## config.mk

```make
export PLATFORM = sky130hd
export DESIGN_NAME = demux1to8_frame_flat
export DESIGN_NICKNAME = d
export VERILOG_FILES = /design/src/rtl/demux1to8_frame_pkg.sv /design/src/rtl/demux1to8_frame_if.sv /design/src/rtl/demux1to8_frame_lane_decoder.sv /design/src/rtl/demux1to8_frame.sv /design/src/flat_wrapper.sv
export SDC_FILE = /design/constraint.sdc
export NUM_CORES = 1
export LEC_CHECK = 0
export BUFFER_PORTS_ARGS = -buffer_cell sky130_fd_sc_hd__buf_2
export CAP_MARGIN = 20
export CORE_ASPECT_RATIO = 1.75
export CORE_MARGIN = 4
export CORE_UTILIZATION = 34
export CTS_BUF_LIST = sky130_fd_sc_hd__clkbuf_8
export DETAILED_ROUTE_END_ITERATION = 10
export PLACE_DENSITY_LB_ADDON = 0.12
export SYNTH_ARGS = -nofsm -noshare
export SYNTH_HDL_FRONTEND = slang
export SYNTH_SLANG_ARGS = --single-unit
```

## constraint.sdc

```tcl
create_clock -name clk -period 3.95 [get_ports clk]
set_input_delay 0.79 -clock clk [delete_from_list [all_inputs] [get_ports clk]]
set_output_delay 0.79 -clock clk [all_outputs]
set_load 0.01 [all_outputs]
```

## src/rtl/demux1to8_frame_pkg.sv

```systemverilog
// Shared lane geometry and frame-state encoding for the 1-to-8 frame demultiplexer.
package demux_pkg;

    localparam int LANES = 8;
    localparam int SEL_W = 3;

    typedef enum logic {
        FILL,
        HOLD
    } demux_state_t;

endpackage

```

## src/rtl/demux1to8_frame_if.sv

```systemverilog
// Word-in / frame-out bus of the 1-to-8 frame demultiplexer.
interface demux1to8_frame_if #(
    parameter int WIDTH = 8
);
    import demux_pkg::*;

    logic [WIDTH-1:0] in_data;
    logic [SEL_W-1:0] in_sel;
    logic             in_auto;
    logic             in_valid;
    logic             in_ready;
    logic [WIDTH-1:0] out_a;
    logic [WIDTH-1:0] out_b;
    logic [WIDTH-1:0] out_c;
    logic [WIDTH-1:0] out_d;
    logic [WIDTH-1:0] out_e;
    logic [WIDTH-1:0] out_f;
    logic [WIDTH-1:0] out_g;
    logic [WIDTH-1:0] out_h;
    logic [LANES-1:0] lane_valid;
    logic [SEL_W-1:0] cur_lane;
    logic             frame_valid;
    logic             frame_ack;

    modport slave (
        input  in_data, in_sel, in_auto, in_valid, frame_ack,
        output in_ready, out_a, out_b, out_c, out_d, out_e, out_f, out_g, out_h,
        output lane_valid, cur_lane, frame_valid
    );

    modport master (
        output in_data, in_sel, in_auto, in_valid, frame_ack,
        input  in_ready, out_a, out_b, out_c, out_d, out_e, out_f, out_g, out_h,
        input  lane_valid, cur_lane, frame_valid
    );

endinterface

```

## src/rtl/demux1to8_frame_lane_decoder.sv

```systemverilog
// 3-to-8 one-hot decoder with enable; produces the lane write strobes.
module demux_lane_decoder
    import demux_pkg::*;
(
    input  logic             en,
    input  logic [SEL_W-1:0] sel,
    output logic [LANES-1:0] onehot
);

    always_comb begin
        onehot = '0;
        if (en) begin
            onehot[sel] = 1'b1;
        end
    end

endmodule

```

## src/rtl/demux1to8_frame.sv

```systemverilog
// Registered 1-to-8 demultiplexer/deserializer: fills eight lane registers, then holds the frame until acked.
module demux1to8_frame
    import demux_pkg::*;
#(
    parameter int WIDTH = 8
) (
    input  logic                   clk,
    input  logic                   rst,
    demux1to8_frame_if.slave       bus
);

    demux_state_t     state;
    logic [WIDTH-1:0] lanes [LANES];
    logic [LANES-1:0] lane_valid;
    logic [SEL_W-1:0] cur_lane;
    logic [SEL_W-1:0] lane_sel;
    logic [LANES-1:0] strobe;
    logic             transfer;

    assign transfer = bus.in_valid && (state == FILL);
    assign lane_sel = bus.in_auto ? cur_lane : bus.in_sel;

    demux_lane_decoder u_decoder (
        .en     (transfer),
        .sel    (lane_sel),
        .onehot (strobe)
    );

    always_ff @(posedge clk) begin
        if (rst) begin
            state      <= FILL;
            lane_valid <= '0;
            cur_lane   <= '0;
            for (int unsigned i = 0; i < LANES; i++) begin
                lanes[i] <= '0;
            end
        end else begin
            case (state)
                FILL: begin
                    if (transfer) begin
                        for (int unsigned i = 0; i < LANES; i++) begin
                            if (strobe[i]) begin
                                lanes[i] <= bus.in_data;
                            end
                        end
                        lane_valid <= lane_valid | strobe;
                        if (bus.in_auto) begin
                            cur_lane <= cur_lane + 1'b1;
                        end
                        // Completion looks at the post-write mask, so the last lane closes the frame this edge.
                        if ((lane_valid | strobe) == '1) begin
                            state <= HOLD;
                        end
                    end
                end
                HOLD: begin
                    if (bus.frame_ack) begin
                        lane_valid <= '0;
                        cur_lane   <= '0;
                        state      <= FILL;
                    end
                end
                default: state <= FILL;
            endcase
        end
    end

    assign bus.in_ready    = (state == FILL);
    assign bus.frame_valid = (state == HOLD);
    assign bus.lane_valid  = lane_valid;
    assign bus.cur_lane    = cur_lane;
    assign bus.out_a       = lanes[0];
    assign bus.out_b       = lanes[1];
    assign bus.out_c       = lanes[2];
    assign bus.out_d       = lanes[3];
    assign bus.out_e       = lanes[4];
    assign bus.out_f       = lanes[5];
    assign bus.out_g       = lanes[6];
    assign bus.out_h       = lanes[7];

endmodule

```

## src/flat_wrapper.sv

```systemverilog
// flat-port wrapper written by rule: the top's interface ports become plain ports
module demux1to8_frame_flat import demux_pkg::*;
#(
    parameter int WIDTH = 8
)
  (clk, rst, bus_in_data, bus_in_sel, bus_in_auto, bus_in_valid, bus_frame_ack, bus_in_ready, bus_out_a, bus_out_b, bus_out_c, bus_out_d, bus_out_e, bus_out_f, bus_out_g, bus_out_h, bus_lane_valid, bus_cur_lane, bus_frame_valid);
  demux1to8_frame_if #(.WIDTH(WIDTH)) bus_i ();
  input  logic clk;
  input  logic rst;
  input wire logic [$bits(bus_i.in_data)-1:0] bus_in_data;
  input wire logic [$bits(bus_i.in_sel)-1:0] bus_in_sel;
  input wire logic [$bits(bus_i.in_auto)-1:0] bus_in_auto;
  input wire logic [$bits(bus_i.in_valid)-1:0] bus_in_valid;
  input wire logic [$bits(bus_i.frame_ack)-1:0] bus_frame_ack;
  output wire logic [$bits(bus_i.in_ready)-1:0] bus_in_ready;
  output wire logic [$bits(bus_i.out_a)-1:0] bus_out_a;
  output wire logic [$bits(bus_i.out_b)-1:0] bus_out_b;
  output wire logic [$bits(bus_i.out_c)-1:0] bus_out_c;
  output wire logic [$bits(bus_i.out_d)-1:0] bus_out_d;
  output wire logic [$bits(bus_i.out_e)-1:0] bus_out_e;
  output wire logic [$bits(bus_i.out_f)-1:0] bus_out_f;
  output wire logic [$bits(bus_i.out_g)-1:0] bus_out_g;
  output wire logic [$bits(bus_i.out_h)-1:0] bus_out_h;
  output wire logic [$bits(bus_i.lane_valid)-1:0] bus_lane_valid;
  output wire logic [$bits(bus_i.cur_lane)-1:0] bus_cur_lane;
  output wire logic [$bits(bus_i.frame_valid)-1:0] bus_frame_valid;
  assign bus_i.in_data = bus_in_data;
  assign bus_i.in_sel = bus_in_sel;
  assign bus_i.in_auto = bus_in_auto;
  assign bus_i.in_valid = bus_in_valid;
  assign bus_i.frame_ack = bus_frame_ack;
  assign bus_in_ready = bus_i.in_ready;
  assign bus_out_a = bus_i.out_a;
  assign bus_out_b = bus_i.out_b;
  assign bus_out_c = bus_i.out_c;
  assign bus_out_d = bus_i.out_d;
  assign bus_out_e = bus_i.out_e;
  assign bus_out_f = bus_i.out_f;
  assign bus_out_g = bus_i.out_g;
  assign bus_out_h = bus_i.out_h;
  assign bus_lane_valid = bus_i.lane_valid;
  assign bus_cur_lane = bus_i.cur_lane;
  assign bus_frame_valid = bus_i.frame_valid;
  demux1to8_frame #(.WIDTH(WIDTH)) u_core (.clk(clk), .rst(rst), .bus(bus_i));
endmodule
```

==> summary.txt, run 1 <==
F_max -> 452 MHz
Total of max-cap violations -> 0
Number of inserted filler cells in the final layout -> 840
Area occupied by multi-input gates -> 687 um2
Number of synthesized register bits -> 76
Time the worst path needs with I/O delays and setup -> 2.21 ns
Antenna cells -> 0
Quantity of hold-fixing buffers added after cts -> 0
Number of DRC markers in iteration 0 -> 80
Number of global-route vias before repair -> 2060
Cell internal pwr -> 1.31 mW
Final net count -> 337
Combinational share of power -> 8.4%
Final slew viol count -> 0
Final cycle utilization of the critical path -> 56.0%
Slowest cell on crit path -> sky130_fd_sc_hd__o211ai_1
Die outline area -> 0.0103 mm2
Remaining design rule violation count -> 0
Clock power frac -> 37.2%
Antenna violations before repair -> 0
Synthesized cell area -> 0.00295 mm2
Avg Vias per Cell -> 4.44
Avg WL per Cell -> 16.7 um
Number of different library cells in the post-synthesis netlist -> 40
Placed wire-length estimate after detailed placement -> 5550 um
Crit path cell chain -> buf_2, nor3b_1, o211ai_1, nand2b_1
Delay of the slowest cell on the worst path -> 0.68 ns
Leakage power -> 1.61 nW
CP Class -> input pin to flop
Number of buffers and inverters on the critical path -> 1
Depth of the CTS H-tree -> 3
Num rows -> 44
Max Clock Skew -> 0.00540 ns
Count of input and output buffers -> 92
Data arrival at the endpoint of the critical path -> 2.23 ns
Endpoint class of the critical path -> flop
Pre-Repair DR Iteration Count -> 4
Drt total wl -> 7360 um
Number of buffers on the longest clock path -> 2
CTS tree -> done
Power per Cell Area -> 455 mW/mm2
Routability congestion estimate -> 0.806
I/O pin count -> 93
Seq pwr share -> 54.3%
Clock latency on the worst-skew pair -> 0.34 ns
Total CTS buffers -> 9
Setup repair after global routing missed its margin -> no
Type of the worst min-delay path -> flop to flop
Syn nets -> 239
Root cell of the clock tree -> sky130_fd_sc_hd__clkbuf_8
Post-synthesis sequential area ratio -> 73.2%
First-pass GRT wire length -> 11500 um
Core footprint -> 0.00837 mm2
Critical path startpoint category -> input pin
Residual antenna-violating net count after detailed routing -> 0
Worst path top cell family by delay -> compound AO/OA/AOI/OAI gates
Setup TNS -> 0 ns
Initial Util -> 35.3%
Switching Share -> 22.9%
Transition at the pin with the smallest max-transition slack -> 0.816 ns
Commonest cells after routing, fill and taps aside -> sky130_fd_sc_hd__buf_2 (92), sky130_fd_sc_hd__edfxtp_1 (64), sky130_fd_sc_hd__nor2_1 (56)
Area used by sequential logic in the layout -> 0.00216 mm2
Clock sink count -> 76
Clock-pin slew of the registers on the worst-case setup and hold paths -> 0.08 ns
Critical path required time -> 3.96 ns
Grt ovf -> 0
Post-synthesis instance total -> 222
Peak supply drop -> 0.217 mV
Final setup violation count -> 0
Layout cell share with drive strength beyond 1 -> 36.6%
Die span in x -> 78.4 um
Buffers inserted by post-CTS timing repair -> 0
Area added between synthesis and finish -> 26.6%
Mean instance size in the synthesized netlist -> 13.3 um2
Status -> finished clean
Most common cell after layout, fill and taps aside -> sky130_fd_sc_hd__buf_2
Tightest hold margin -> 0.485 ns
Overall routing resource usage -> 15.2%
DIE HEIGHT -> 131 um
Number of warnings printed during yosys synthesis -> 0
Worst slew margin relative to its limit -> 45.3%
CTS resizes -> 0
Post-placement setup slack -> 1.38 ns
Switching power -> 390 uW
Total number of vias -> 1952
Endpoints failing hold -> 0
Overall power after layout -> 1.70 mW
Largest net degree at the start of global routing -> 23
Highest fanout seen on the critical path -> 11
Post-route setup slack -> 1.74 ns
==> sequential cells by signal, indices dropped and copies added, names as in the netlist <==
register and cells:
u_core.bus.cur_lane 3, u_core.bus.frame_valid 1, u_core.bus.lane_valid 8, u_core.lanes 64
==> power groups by stage <==
stage,Clock [mW],Combinational [mW],Sequential (mW)
after global placement,0,0.145,0.944
after global routing,0.681,0.158,0.929
after detailed placement,0,0.147,0.945
final,0.634,0.144,0.925
after floorplan,0,0.0565,0.963
after CTS,0.646,0.147,0.926
==> kinds of logic (layout without fill, tap and decap cells) <==
logic type	after synthesis	after routing	share of synthesized area, %
flip-flops	76	76	73.2
buffers and inverters	23	126	3.52
adder cells (fa/ha/maj)	1	1	0.424
multiplexers	3	3	1.48
AND/OR/NAND/NOR	93	93	15.1
AO/OA/AOI/OAI	26	26	6.23
==> cell type report <==
cell class              instances  share of cell area, %
flip-flops and latches         76                   57.8
multi-input cells             123                   18.4
repair buffers                 93                   12.5
well taps                     115                   3.85
clock buffers                   9                   3.31
clock inverters                 7                   2.41
inverters                      17                   1.71
==> cells in the mapped netlist <==
library cell | instances | share of area (%)
sky130_fd_sc_hd__edfxtp_1 | 64 | 65
sky130_fd_sc_hd__nor2_1 | 56 | 7.1
sky130_fd_sc_hd__inv_1 | 17 | 2.2
sky130_fd_sc_hd__nand2b_1 | 16 | 3.4
sky130_fd_sc_hd__dfxtp_1 | 12 | 8.1
sky130_fd_sc_hd__a21oi_1 | 9 | 1.5
sky130_fd_sc_hd__nand2_1 | 7 | 0.89
sky130_fd_sc_hd__a21o_1 | 3 | 0.76
sky130_fd_sc_hd__o21ai_0 | 3 | 0.51
sky130_fd_sc_hd__buf_2 | 2 | 0.34
sky130_fd_sc_hd__buf_6 | 2 | 0.76
sky130_fd_sc_hd__clkbuf_1 | 2 | 0.25
sky130_fd_sc_hd__nand2_2 | 2 | 0.42
sky130_fd_sc_hd__a211oi_1 | 1 | 0.25
sky130_fd_sc_hd__a211oi_4 | 1 | 0.68
sky130_fd_sc_hd__a21oi_2 | 1 | 0.30
sky130_fd_sc_hd__a22oi_2 | 1 | 0.42
sky130_fd_sc_hd__a31o_1 | 1 | 0.30
sky130_fd_sc_hd__a31oi_1 | 1 | 0.21
sky130_fd_sc_hd__a32o_1 | 1 | 0.34
sky130_fd_sc_hd__a32oi_1 | 1 | 0.30
sky130_fd_sc_hd__and3_1 | 1 | 0.21
sky130_fd_sc_hd__ha_1 | 1 | 0.42
sky130_fd_sc_hd__mux2_2 | 1 | 0.38
sky130_fd_sc_hd__mux2i_1 | 1 | 0.34
sky130_fd_sc_hd__mux2i_4 | 1 | 0.76
sky130_fd_sc_hd__nand3_1 | 1 | 0.17
sky130_fd_sc_hd__nand3b_1 | 1 | 0.25
sky130_fd_sc_hd__nand3b_4 | 1 | 0.68
sky130_fd_sc_hd__nor2_2 | 1 | 0.21
sky130_fd_sc_hd__nor2b_1 | 1 | 0.21
sky130_fd_sc_hd__nor3_1 | 1 | 0.17
sky130_fd_sc_hd__nor3_2 | 1 | 0.34
sky130_fd_sc_hd__nor3b_1 | 1 | 0.25
sky130_fd_sc_hd__o211ai_1 | 1 | 0.25
sky130_fd_sc_hd__o21ai_1 | 1 | 0.17
sky130_fd_sc_hd__o22ai_1 | 1 | 0.21
sky130_fd_sc_hd__or2_2 | 1 | 0.21
sky130_fd_sc_hd__or2b_4 | 1 | 0.38
sky130_fd_sc_hd__or3_1 | 1 | 0.21
==> worst register-to-register path, stage by stage (launching register included) <==
cell	delay [ns]
sky130_fd_sc_hd__dfxtp_1	0.50
sky130_fd_sc_hd__nor3b_1	0.11
sky130_fd_sc_hd__o211ai_1	0.68
sky130_fd_sc_hd__nand2b_1	0.40
==> metal layers <==
metal  track usage (%)  vias up  wire length [um]
li1                  -      959                 -
met1              16.3      908              2760
met2              27.3       74              4040
met3              4.25       11               392
met4              6.23        0               164
met5                 0        -                 0
==> metrics by stage <==
step / cells / utilization [%] / area (um2)
CTS: 440 / 44.7 / 3740
detailed placement: 424 / 42.1 / 3520
global route: 440 / 44.7 / 3740
global placement: 424 / 42.1 / 3520
floorplan: 222 / - / 2950
finish: 440 / 44.7 / 3740
==> path summary, 6_finish.rpt <==
| path | slack (ns) | start | end | cells after the start |
|---|---|---|---|---|
| worst max register to register | 1.94 | u_core.bus.cur_lane[1] | u_core.lanes[0][12] | 3 |
| worst min-delay path | 0.49 | u_core.bus.lane_valid[5] | u_core.bus.lane_valid[5] | 2 |
| worst min register to register | 0.49 | u_core.bus.lane_valid[5] | u_core.bus.lane_valid[5] | 2 |
| worst max-delay path | 1.74 | bus_in_auto | u_core.lanes[0][12] | 4 |
Power figures use the tool's default switching activity.
==> inputs of run 2 (changes only) <==
==> constraint.sdc (replaced) <==
create_clock -name clk -period 2.22 [get_ports clk]
set_input_delay 0.444 -clock clk [delete_from_list [all_inputs] [get_ports clk]]
set_output_delay 0.444 -clock clk [all_outputs]
set_load 0.01 [all_outputs]
==> run 2 against run 1 <==
Net effect:
- register-to-register slack got worse by 1.4 ns
- die area did not move
- core utilization barely moved
- routed wire length rose by 1.1%
- largest cell class unchanged
- critical path type unchanged
==> summary.txt, run 2 (synthesis gave the netlist of run 1 again) <==
Post-route setup slack -> 0.509 ns (was 1.74 ns)
Antenna violations before repair -> 0 (unchanged)
Most common cell after layout, fill and taps aside -> sky130_fd_sc_hd__buf_2 (unchanged)
Highest fanout seen on the critical path -> 11 (unchanged)
Count of input and output buffers -> 92 (unchanged)
Total CTS buffers -> 9 (unchanged)
Post-layout utilization of the core -> 44.7% (about the same)
Number of global-route vias before repair -> 2036 (was 2060)
Clock power frac -> 33.9% (was 37.2%)
Grt ovf -> 0 (unchanged)
Largest net degree at the start of global routing -> 23 (unchanged)
Placed wire-length estimate after detailed placement -> 5510 um (was 5550 um)
CTS resizes -> 0 (unchanged)
Avg Vias per Cell -> 4.52 (was 4.44)
Antenna cells -> 0 (unchanged)
Drt total wl -> 7440 um (was 7360 um)
Delay of the slowest cell on the worst path -> 0.39 ns (was 0.68 ns)
Quantity of hold-fixing buffers added after cts -> 0 (unchanged)
Final setup violation count -> 0 (unchanged)
Number of placed instances, taps included -> 429 (was 424)
Reg with most FFs -> u_core.lanes (unchanged)
Number of flip-flops in the largest register -> 64 (unchanged)
Initial Util -> 35.3% (unchanged)
Registers with the most flip-flops -> u_core.lanes (64), u_core.bus.lane_valid (8), u_core.bus.cur_lane (3) (unchanged)
Switching Share -> 23.5% (was 22.9%)
First-pass GRT wire length -> 11400 um (was 11500 um)
Layout cell share with drive strength beyond 1 -> 36.7% (was 36.6%)
Total number of vias -> 2013 (was 1952)
CTS tree -> done (unchanged)
Time the worst path needs with I/O delays and setup -> 1.71 ns
Avg WL per Cell -> 16.7 um (about the same)
Endpoint class of the critical path -> flop (unchanged)
Placed cell areas -> 0.00356 mm2 (was 0.00352 mm2)
Setup TNS -> 0 ns (unchanged)
Die span in x -> 78.4 um (unchanged)
Critical path startpoint category -> input pin (unchanged)
Worst slew margin relative to its limit -> 65.1% (was 45.3%)
Post-placement setup slack -> 0.157 ns (was 1.38 ns)
Transition at the pin with the smallest max-transition slack -> 0.523 ns (was 0.816 ns)
Type of the worst min-delay path -> input pin to flop (was flop to flop)
Overall power after layout -> 2.89 mW (was 1.70 mW)
Max Clock Skew -> 0.00575 ns (was 0.00540 ns)
Slowest cell on crit path -> sky130_fd_sc_hd__mux2_2 (was sky130_fd_sc_hd__o211ai_1)
Remaining design rule violation count -> 0 (unchanged)
Status -> finished clean (unchanged)
Number of DRC markers in iteration 0 -> 102 (was 80)
Overall routing resource usage -> 15.1% (was 15.2%)
Peak supply drop -> 0.361 mV (was 0.217 mV)
Final non-filler cell total -> 445 (was 440)
Switching power -> 678 uW (was 390 uW)
Data arrival at the endpoint of the critical path -> 1.73 ns (was 2.23 ns)
Crit path cell chain -> buf_2, mux2_2, nor2_2, o21ai_0, nand2b_1 (was buf_2, nor3b_1, o211ai_1, nand2b_1)
Tightest hold margin -> 0.460 ns (was 0.485 ns)
Cell internal pwr -> 2.21 mW (was 1.31 mW)
Commonest cells after routing, fill and taps aside -> sky130_fd_sc_hd__buf_2 (92), sky130_fd_sc_hd__edfxtp_1 (64), sky130_fd_sc_hd__nor2_1 (56) (unchanged)
F_max -> 584 MHz
Core footprint -> 0.00837 mm2 (unchanged)
Buffers inserted by post-CTS timing repair -> 0 (unchanged)
Residual antenna-violating net count after detailed routing -> 0 (unchanged)
Root cell of the clock tree -> sky130_fd_sc_hd__clkbuf_8 (unchanged)
Area used by sequential logic in the layout -> 0.00216 mm2 (unchanged)
Combinational share of power -> 9.1% (was 8.4%)
Final cycle utilization of the critical path -> 77.1%
DIE HEIGHT -> 131 um (unchanged)
Critical path required time -> 2.24 ns (was 3.96 ns)
Final net count -> 342 (was 337)
Leakage power -> 1.63 nW (was 1.61 nW)
I/O pin count -> 93 (unchanged)
Clock-pin slew of the registers on the worst-case setup and hold paths -> 0.07 ns (was 0.08 ns)
Clock latency on the worst-skew pair -> 0.36 ns (was 0.34 ns)
Seq pwr share -> 57.0% (was 54.3%)
Setup repair after global routing missed its margin -> no (unchanged)
Number of buffers on the longest clock path -> 2 (unchanged)
Area occupied by multi-input gates -> 687 um2 (unchanged)
Area added between synthesis and finish -> 26.7% (was 26.6%)
Endpoints failing hold -> 0 (unchanged)
Depth of the CTS H-tree -> 3 (unchanged)
CP Class -> input pin to flop (unchanged)
Post-route cell area -> 0.00374 mm2 (about the same)
Die outline area -> 0.0103 mm2 (unchanged)
Total of max-cap violations -> 0 (unchanged)
Number of inserted filler cells in the final layout -> 834 (was 840)
Clock sink count -> 76 (unchanged)
Routability congestion estimate -> 0.755 (was 0.806)
Pre-Repair DR Iteration Count -> 4 (unchanged)
Power per Cell Area -> 772 mW/mm2 (was 455 mW/mm2)
Final slew viol count -> 0 (unchanged)
Num rows -> 44 (unchanged)
## run 2: changes by cell type in the layout (fill, tap and decap cells not counted)
cell,before,now
sky130_fd_sc_hd__buf_4,1,6
sky130_fd_sc_hd__bufinv_16,2,1
sky130_fd_sc_hd__clkinv_1,2,1
sky130_fd_sc_hd__inv_6,1,0
sky130_fd_sc_hd__inv_1,17,21
sky130_fd_sc_hd__clkinv_4,1,0
## run 2: layer usage
layer | vias up | track usage [%] | routed length, um | part of all wire [%]
li1 | 970 | - | - | -
met1 | 960 | 16.9 | 2960 | 40
met2 | 70 | 26.3 | 3920 | 53
met3 | 13 | 2.19 | 385 | 5.2
met4 | 0 | 9.63 | 176 | 2.4
met5 | - | 0 | 0 | 0
## run 2: area by class of cell
type | count | area share, %
multi-input cells | 123 | 18.4
well taps | 115 | 3.85
clock buffers | 9 | 3.31
inverters | 17 | 1.71
flip-flops and latches | 76 | 57.8
repair buffers | 98 | 13.5
clock inverters | 7 | 1.44
## run 2: power by group through the flow
stage / sequential (mW) / clock [mW] / combinational, mW
2_1_floorplan: 1.71 / 0 / 0.101
3_3_place_gp: 1.68 / 0 / 0.267
3_5_place_dp: 1.68 / 0 / 0.267
4_1_cts: 1.65 / 1.00 / 0.268
5_1_grt: 1.65 / 1.04 / 0.287
6_report: 1.65 / 0.978 / 0.262
## run 2: final timing paths
| kind | start | to | slack, ns | cells past startpoint |
|---|---|---|---|---|
| max | bus_in_auto | u_core.lanes[0][1] | 0.51 | 5 |
| min | rst | u_core.bus.cur_lane[1] | 0.46 | 2 |
| max reg2reg | u_core.bus.cur_lane[0] | u_core.lanes[0][1] | 0.52 | 4 |
| min reg2reg | u_core.bus.lane_valid[5] | u_core.bus.lane_valid[5] | 0.48 | 2 |
## run 2: critical path, delay by kind of cell
| kind | cells | cell delay, ns |
|---|---|---|
| buffers and inverters | 1 | 0.22 |
| multiplexers | 1 | 0.39 |
| AND/OR/NAND/NOR | 2 | 0.51 |
| AO/OA/AOI/OAI | 1 | 0.16 |
==> inputs of run 3 (changes only) <==
==> constraint.sdc (replaced) <==
create_clock -name clk -period 1.6 [get_ports clk]
set_input_delay 0.32 -clock clk [delete_from_list [all_inputs] [get_ports clk]]
set_output_delay 0.32 -clock clk [all_outputs]
set_load 0.01 [all_outputs]
==> run 3 against run 2 <==
Net effect:
- via count increased by 4.9%
- clock power increased by 24%
- total power increased by 36%
- setup slack got worse by 0.39 ns
- highest routed layer unchanged
- global-route usage decreased by 0.25 points
==> summary.txt, run 3 (synthesis gave the netlist of run 1 again) <==
Status -> finished clean (unchanged)
Final non-filler cell total -> 471 (was 445)
Post-placement setup slack -> -0.106 ns (was 0.157 ns)
Final cycle utilization of the critical path -> 92.7%
Number of flip-flops in the largest register -> 64 (unchanged)
Total number of vias -> 2111 (was 2013)
Avg Vias per Cell -> 4.48 (was 4.52)
Clock-pin slew of the registers on the worst-case setup and hold paths -> 0.07 ns (about the same)
Core footprint -> 0.00837 mm2 (unchanged)
Count of input and output buffers -> 92 (unchanged)
Data arrival at the endpoint of the critical path -> 1.55 ns (was 1.73 ns)
Grt met2 use -> 26.1% (was 26.3%)
Most common cell after layout, fill and taps aside -> sky130_fd_sc_hd__buf_2 (unchanged)
Number of placed instances, taps included -> 455 (was 429)
Clock sink count -> 76 (unchanged)
Clock latency on the worst-skew pair -> 0.35 ns (was 0.36 ns)
Max Clock Skew -> 0.00660 ns (was 0.00575 ns)
Switching power -> 948 uW (was 678 uW)
Leakage power -> 1.76 nW (was 1.63 nW)
Drt total wl -> 7230 um (was 7440 um)
Time the worst path needs with I/O delays and setup -> 1.48 ns
F_max -> 674 MHz
Post-layout utilization of the core -> 47.7% (was 44.7%)
Commonest cells after routing, fill and taps aside -> sky130_fd_sc_hd__buf_2 (92), sky130_fd_sc_hd__edfxtp_1 (64), sky130_fd_sc_hd__nor2_1 (56) (unchanged)
Worst slew margin relative to its limit -> 76.0% (was 65.1%)
Area added between synthesis and finish -> 35.0% (was 26.7%)
Type of the worst min-delay path -> input pin to flop (unchanged)
Tightest hold margin -> 0.357 ns (was 0.460 ns)
Critical path startpoint category -> flop (was input pin)
Layout cell share with drive strength beyond 1 -> 42.4% (was 36.7%)
Largest net degree at the start of global routing -> 23 (unchanged)
Num rows -> 44 (unchanged)
CTS resizes -> 0 (unchanged)
Overall routing resource usage -> 14.9% (was 15.1%)
Power per Cell Area -> 983 mW/mm2 (was 772 mW/mm2)
Critical path required time -> 1.67 ns (was 2.24 ns)
DIE HEIGHT -> 131 um (unchanged)
Combinational share of power -> 11.1% (was 9.1%)
Number of buffers on the longest clock path -> 2 (unchanged)
Total of max-cap violations -> 0 (unchanged)
Setup TNS -> 0 ns (unchanged)
Seq pwr share -> 58.1% (was 57.0%)
Setup repair after global routing missed its margin -> no (unchanged)
Die outline area -> 0.0103 mm2 (unchanged)
Grt ovf -> 0 (unchanged)
Number of DRC markers in iteration 0 -> 89 (was 102)
Reg with most FFs -> u_core.lanes (unchanged)
Endpoint class of the critical path -> flop (unchanged)
Final setup violation count -> 0 (unchanged)
First-pass GRT wire length -> 11300 um (was 11400 um)
Transition at the pin with the smallest max-transition slack -> 0.360 ns (was 0.523 ns)
Placed cell areas -> 0.00383 mm2 (was 0.00356 mm2)
Number of global-route vias before repair -> 2097 (was 2036)
Quantity of hold-fixing buffers added after cts -> 0 (unchanged)
Post-route setup slack -> 0.116 ns (was 0.509 ns)
Die span in x -> 78.4 um (unchanged)
Antenna cells -> 0 (unchanged)
Overall power after layout -> 3.92 mW (was 2.89 mW)
Registers with the most flip-flops -> u_core.lanes (64), u_core.bus.lane_valid (8), u_core.bus.cur_lane (3) (unchanged)
Clock power frac -> 30.7% (was 33.9%)
Busiest layer in global routing -> met2 (unchanged)
Residual antenna-violating net count after detailed routing -> 0 (unchanged)
Post-route cell area -> 0.00399 mm2 (was 0.00374 mm2)
Total CTS buffers -> 9 (unchanged)
Remaining design rule violation count -> 0 (unchanged)
Avg WL per Cell -> 15.4 um (was 16.7 um)
Endpoints failing hold -> 0 (unchanged)
Cell internal pwr -> 2.97 mW (was 2.21 mW)
Switching Share -> 24.2% (was 23.5%)
M1 GR Usage -> 16.4% (was 16.9%)
Placed wire-length estimate after detailed placement -> 5450 um (was 5510 um)
CTS tree -> done (unchanged)
Antenna violations before repair -> 0 (unchanged)
Initial Util -> 35.3% (unchanged)
Buffers inserted by post-CTS timing repair -> 0 (unchanged)
Final slew viol count -> 0 (unchanged)
Pre-Repair DR Iteration Count -> 5 (was 4)
Routability congestion estimate -> 0.833 (was 0.755)
CP Class -> flop to flop (was input pin to flop)
Highest fanout seen on the critical path -> 8 (was 11)
Peak supply drop -> 0.298 mV (was 0.361 mV)
I/O pin count -> 93 (unchanged)
Met3 usage in global routing -> 4.25% (was 2.19%)
Final net count -> 368 (was 342)
Root cell of the clock tree -> sky130_fd_sc_hd__clkbuf_8 (unchanged)
Depth of the CTS H-tree -> 3 (unchanged)
run 3: changes by cell type in the layout (fill, tap and decap cells not counted), sizes merged:
cell      delta
buf         +26
clkinv       +3
inv          -3
bufinv       -1
clkinvlp     +1
run 3: worst max-delay path, cell delays in order, from the launching register on:
cell	delay (ns)
sky130_fd_sc_hd__dfxtp_1	0.37
sky130_fd_sc_hd__nor3b_1	0.28
sky130_fd_sc_hd__o211ai_1	0.14
sky130_fd_sc_hd__buf_4	0.17
sky130_fd_sc_hd__nand2b_1	0.11
sky130_fd_sc_hd__buf_12	0.13
run 3: power by group through the flow:
stage	combinational [mW]	sequential [mW]	clock [mW]
after global routing	0.475	2.29	1.32
after floorplan	0.142	2.38	0
after detailed placement	0.446	2.32	0
after global placement	0.440	2.32	0
after CTS	0.447	2.28	1.24
final	0.437	2.28	1.21
run 3: metal layers:
metal	vias to the layer above	share of wire (%)
li1	1023	-
met1	1001	38
met2	77	54
met3	10	6.1
met4	0	1.6
met5	-	0
run 3: cell type report:
cell class / count / area, um2
clock buffers: 9 / 124
repair buffers: 124 / 763
clock inverters: 7 / 35.0
inverters: 17 / 63.8
multi-input cells: 123 / 694
fillers: 862 / 4380
well taps: 115 / 144
flip-flops and latches: 76 / 2160
run 3: worst paths after layout:
| kind | from | endpoint | slack (ns) | cells past startpoint |
|---|---|---|---|---|
| max reg2reg | u_core.bus.cur_lane[2] | u_core.lanes[0][8] | 0.12 | 5 |
| min | rst | u_core.bus.cur_lane[1] | 0.36 | 2 |
| max | u_core.bus.cur_lane[2] | u_core.lanes[0][8] | 0.12 | 5 |
| min reg2reg | u_core.bus.lane_valid[0] | u_core.bus.lane_valid[0] | 0.50 | 2 |
